--- config.mk ---
export PLATFORM = sky130hd
export DESIGN_NAME = tag_ctrl
export DESIGN_NICKNAME = d
export VERILOG_FILES = /design/src/rtl/tag_ctrl_pkg.sv /design/src/rtl/tag_ctrl.sv
export SDC_FILE = /design/constraint.sdc
export NUM_CORES = 1
export LEC_CHECK = 0
export CORE_MARGIN = 2
export CORE_UTILIZATION = 36
export CTS_CLUSTER_SIZE = 30
export DETAILED_ROUTE_END_ITERATION = 12
export PLACE_DENSITY = 0.91
export SLEW_MARGIN = 20
export SYNTH_ARGS = -nofsm -noshare
export SYNTH_HDL_FRONTEND = slang
export SYNTH_SLANG_ARGS = --single-unit
--- constraint.sdc ---
create_clock -name clk -period 1.4 [get_ports clk]
set_input_delay 0.28 -clock clk [delete_from_list [all_inputs] [get_ports clk]]
set_output_delay 0.28 -clock clk [all_outputs]
set_load 0.05 [all_outputs]
--- src/rtl/tag_ctrl_pkg.sv ---
// Shared cache definitions for the tag controller: tag width, set geometry
// and FSM state encodings.
package tag_ctrl_pkg;

    // Tag width for a 32-bit address with 16-byte lines and 64 sets.
    localparam int TAG_W   = 22;
    localparam int SET_NUM = 64;
    localparam int IDX_W   = 6;

    typedef enum logic [2:0] {
        S_IDLE   = 3'd0,
        S_READ   = 3'd1,
        S_CMP    = 3'd2,
        S_REFILL = 3'd3,
        S_WRITE  = 3'd4,
        S_RESP   = 3'd5,
        S_FLUSH  = 3'd6
    } state_e;

endpackage

--- src/rtl/tag_ctrl.sv ---
// Direct-mapped tag lookup/refill controller driving an external tag RAM.
// Define YSYX22040228_TAG_FLUSH_EN to build the invalidate-all sweep.
module tag_ctrl
    import tag_ctrl_pkg::*;
#(
    parameter int ADDR_W = 32,
    parameter int OFF_W  = 4
) (
    input  logic              clk,
    input  logic              rst,
    input  logic              req_valid_i,
    output logic              req_ready_o,
    input  logic [ADDR_W-1:0] req_addr_i,
    output logic              resp_valid_o,
    output logic              resp_hit_o,
    output logic              refill_req_o,
    output logic [ADDR_W-1:0] refill_addr_o,
    input  logic              refill_ack_i,
    output logic [IDX_W-1:0]  teg_addr_o,
    output logic [TAG_W-1:0]  teg_o,
    output logic              teg_valid_o,
    output logic              teg_ena_o,
    input  logic [TAG_W-1:0]  teg_data_i,
    input  logic              teg_data_valid_i,
    input  logic              flush_i,
    output logic              flush_busy_o
);

    localparam int LINE_W = ADDR_W - OFF_W;

    state_e             state_q, state_d;
    logic [LINE_W-1:0]  line_q, line_d;
    logic               hit_q, hit_d;
    logic               flush_go;
    logic [IDX_W-1:0]   line_idx;
    logic [TAG_W-1:0]   line_tag;

    // Byte offset never matters: lookups and refills are whole-line.
    logic unused_off;
    assign unused_off = ^req_addr_i[OFF_W-1:0];

    assign line_idx = line_q[IDX_W-1:0];
    assign line_tag = line_q[IDX_W +: TAG_W];

`ifdef YSYX22040228_TAG_FLUSH_EN
    logic [IDX_W-1:0] flush_cnt_q, flush_cnt_d;
    assign flush_go = flush_i;
`else
    logic unused_flush;
    assign unused_flush = flush_i;
    assign flush_go     = 1'b0;
`endif

    always_ff @(posedge clk) begin
        if (rst) begin
            state_q <= S_IDLE;
            line_q  <= '0;
            hit_q   <= 1'b0;
        end else begin
            state_q <= state_d;
            line_q  <= line_d;
            hit_q   <= hit_d;
        end
    end

`ifdef YSYX22040228_TAG_FLUSH_EN
    always_ff @(posedge clk) begin
        if (rst) begin
            flush_cnt_q <= '0;
        end else begin
            flush_cnt_q <= flush_cnt_d;
        end
    end
`endif

    always_comb begin
        state_d       = state_q;
        line_d        = line_q;
        hit_d         = hit_q;
`ifdef YSYX22040228_TAG_FLUSH_EN
        flush_cnt_d   = flush_cnt_q;
`endif
        req_ready_o   = 1'b0;
        resp_valid_o  = 1'b0;
        resp_hit_o    = 1'b0;
        refill_req_o  = 1'b0;
        refill_addr_o = '0;
        teg_addr_o    = line_idx;
        teg_o         = '0;
        teg_valid_o   = 1'b0;
        teg_ena_o     = 1'b0;
        flush_busy_o  = 1'b0;

        case (state_q)
            S_IDLE: begin
                req_ready_o = 1'b1;
                // A pending flush wins over a simultaneous lookup.
                if (flush_go) begin
                    state_d = S_FLUSH;
`ifdef YSYX22040228_TAG_FLUSH_EN
                    flush_cnt_d = '0;
`endif
                end else if (req_valid_i) begin
                    state_d = S_READ;
                    line_d  = req_addr_i[ADDR_W-1:OFF_W];
                end
            end
            S_READ: begin
                state_d = S_CMP;
            end
            S_CMP: begin
                hit_d   = teg_data_valid_i && (teg_data_i == line_tag);
                state_d = (teg_data_valid_i && (teg_data_i == line_tag)) ? S_RESP : S_REFILL;
            end
            S_REFILL: begin
                refill_req_o  = 1'b1;
                refill_addr_o = {line_q, {OFF_W{1'b0}}};
                if (refill_ack_i) begin
                    state_d = S_WRITE;
                end
            end
            S_WRITE: begin
                teg_ena_o   = 1'b1;
                teg_valid_o = 1'b1;
                teg_o       = line_tag;
                hit_d       = 1'b0;
                state_d     = S_RESP;
            end
            S_RESP: begin
                resp_valid_o = 1'b1;
                resp_hit_o   = hit_q;
                state_d      = S_IDLE;
            end
`ifdef YSYX22040228_TAG_FLUSH_EN
            S_FLUSH: begin
                teg_addr_o   = flush_cnt_q;
                teg_ena_o    = 1'b1;
                flush_busy_o = 1'b1;
                // Counter parks at the last set rather than wrapping.
                if (flush_cnt_q == IDX_W'(SET_NUM - 1)) begin
                    state_d = S_IDLE;
                end else begin
                    flush_cnt_d = flush_cnt_q + 1'b1;
                end
            end
`endif
            default: begin
                state_d = S_IDLE;
            end
        endcase
    end

endmodule

==> results <==
## cells in the final DEF (no fill, tap or decap), types with 3 or more instances in the layout
cell type	Yosys	final
nand2_2	0	7
clkbuf_8	0	7
clkbuf_16	0	3
nand2_4	0	28
xor2_2	0	3
and2_2	0	3
dfxtp_2	0	5
clkdlybuf4s50_1	0	38
o21ai_0	3	3
buf_4	13	31
nand2_1	60	25
buf_8	0	4
dfxtp_4	0	3
dlygate4sd2_1	0	15
buf_6	4	16
xor2_1	15	12
conb_1	1	5
and2_4	0	49
buf_12	0	68
a21oi_2	0	27
dfxtp_1	32	24
xnor2_1	8	7
## sequential cells by signal, indices dropped and copies added (netlist names)
signal	cells
line_q	28
hit_q	1
state_q	3
## worst max-delay path, cell delays in order, from the launching register on
cell	delay [ns]
dfxtp_4	0.43
nand2_4	0.06
nor2_4	0.17
buf_6	0.14
clkbuf_16	0.14
and2_4	0.17
buf_12	0.14
## stage by stage
step	instances	hold WS (ns)	cell area (sq um)	total power, W
floorplan	253	0.416	2060	0.00147
global placement	447	0.475	4010	0.00187
detailed placement	447	0.497	4010	0.00190
CTS	468	0.507	4390	0.00275
global route	479	0.549	4920	0.00327
finish	479	0.539	4920	0.00321
## final timing paths
check	start	endpoint	slack [ns]	depth (start not counted)
worst max-delay path	state_q[0]	refill_addr_o[14]	-0.43	6
worst min-delay path	teg_data_i[12]	state_q[1]	0.54	4
worst max register to register	state_q[2]	line_q[19]	-0.40	8
worst min register to register	line_q[15]	line_q[15]	0.55	2
## report_power, final
part	total, W	internal (W)	switching [W]	leakage, nW
sequential	0.00106	0.000977	0.0000875	0.266
combinational	0.00130	0.000597	0.000702	1.82
clock	0.000845	0.000439	0.000406	0.0503
total	0.00321	0.00201	0.00120	2.13
## kinds of logic (layout without fill, tap and decap cells)
group                  count (synthesis)  count (layout)  synth area share [%]
flip-flops                            32              32                  33.8
AND/OR/NAND/NOR                      126             126                  34.5
buffers and inverters                 29             184                  10.1
AO/OA/AOI/OAI                         38              38                  10.8
other                                  1               6                 0.198
XOR/XNOR                              23              23                  10.6
## routing by layer
metal	wire length [um]	vias up	share of wire, %	global-route usage, %
met2	7070	317	49	58.1
met3	1280	115	8.9	9.48
met1	4670	1386	32	32.9
met5	0	-	0	0
li1	-	1098	-	-
met4	1420	0	9.8	17.3
## repair_timing
action	4_1_cts	5_1_grt
endpoints found under the setup margin	87	88
gates cloned	1	3
buffers inserted	14	8
resized for setup	70	112
pin swaps	24	69
## layout make-up
class / instances / area [sq um]
clock buffer: 7 / 96.3
antenna: 1 / 2.50
inverter: 1 / 3.75
timing repair buffer: 176 / 2430
fill: 93 / 184
multi-input combinational: 192 / 1640
sequential: 32 / 658
tap: 70 / 87.6
==> results.py <==
metrics = {
    "logic_synthesis": {
        "ys_seq_area_share_pct": 33.8,
        "yosysTopAreaCellShare_pct": 33.8,
        "yosys-top-cells-area": "dfxtp_1, and2_1, nand2_1",
        "synth_largest_area_cell": "dfxtp_1",
        "syn_area_sq_um": 1900,
        "synth-main-ff-cell": "dfxtp_1",
        "avgSynthCellArea_sq_um": 7.61,
        "yosysWarningCount": 0,
        "synth.most_common_cell": "nand2_1",
        "synth_edf_count": 0,
        "synthArstFlopShare_pct": 0,
        "synth_cell_types": 29,
        "syn_inst": 249,
        "ys_ff_latch": 32,
        "synthTopCellsByCount": "nand2_1, and2_1, dfxtp_1",
    },
    "global_routing": {
        "antenna_found_initial": 1,
        "grt_pass1_vias": 2653,
        "gr-usage-all-layers_pct": 32.1,
        "grt_max_degree": 32,
        "grt_pass1_wl_um": 14300,
        "grt.overflow.total": 0,
    },
    "critical_path": {
        "cp-start-kind": "flip-flop",
        "cp.arrival_ns": 1.55,
        "timing_worst_setup_path_type": "flip-flop to output port",
        "required_ns": 1.12,
        "end_kind": "output port",
        "cp_max_fo": 7,
    },
    "floorplanning": {
        "die_w_um": 76.6,
        "die_y_um": 76.6,
        "core_area_sq_um": 5110,
        "num_io_pins": 127,
        "rows": 26,
        "die_area_sq_um": 5860,
        "initial_core_util_pct": 37.1,
    },
    "job": {
        "maxCapViolCount": 0,
    },
    "place": {
        "place_congestion": 0.825,
        "hpwl_um": 5610,
        "place_ws_ns": -0.526,
        "port-buffer-count": 116,
    },
    "sta": {
        "worst_pin_slew_ns": 0.495,
        "finalClockSkew_ns": 0.0107,
        "setup_viol": 87,
        "post-route-period-util_pct": 131,
        "finalHoldViolations": 0,
        "slew_violations": 0,
        "layout_setup_ws_ns": -0.431,
        "fmax_ghz": 0.546,
        "rsz0062_at_grt": "yes",
        "fin_tns_setup_ns": -27.76,
        "slew_headroom_pct": 66.7,
        "fin_crit_ns": 1.83,
    },
    "clock_network": {
        "root_buffer": "clkbuf_8",
        "hold_buffers": 0,
        "cts_htree_levels": 2,
        "clk_latency_ns": 0.31,
        "clockBufferDepth": 2,
        "cts_tree": "done",
        "clkSlewWorstSetupHoldPaths_ns": 0.07,
        "numCtsBuffers": 5,
        "cts_sinks": 32,
    },
    "drt": {
        "drt_iter0_drc": 251,
        "wire_per_inst_um": 30.1,
        "num_vias": 2916,
        "firstDrtPassIters": 5,
        "vias_per_cell": 6.09,
        "wirelength_um": 14400,
        "drtAntennaViolNets": 0,
        "drc": 0,
    },
    "status": {
        "violations": "setup timing",
        "outcome": "finished with violations",
    },
    "power_and_ir_drop": {
        "power_leakage_nw": 2.13,
        "irDropWorstVdd_uv": 585,
        "power.density_nw_per_um2": 652,
    },
    "worst_hold_path": {
        "worstHoldPathType": "input pin to flip-flop",
    },
    "finish": {
        "area_delta_synth_final_pct": 160,
        "finish.utilization_pct": 96.4,
        "drive_gt1_share_pct": 65.7,
        "fin_nets": 468,
    },
}
No activity file was read; power rests on OpenSTA's default activity.
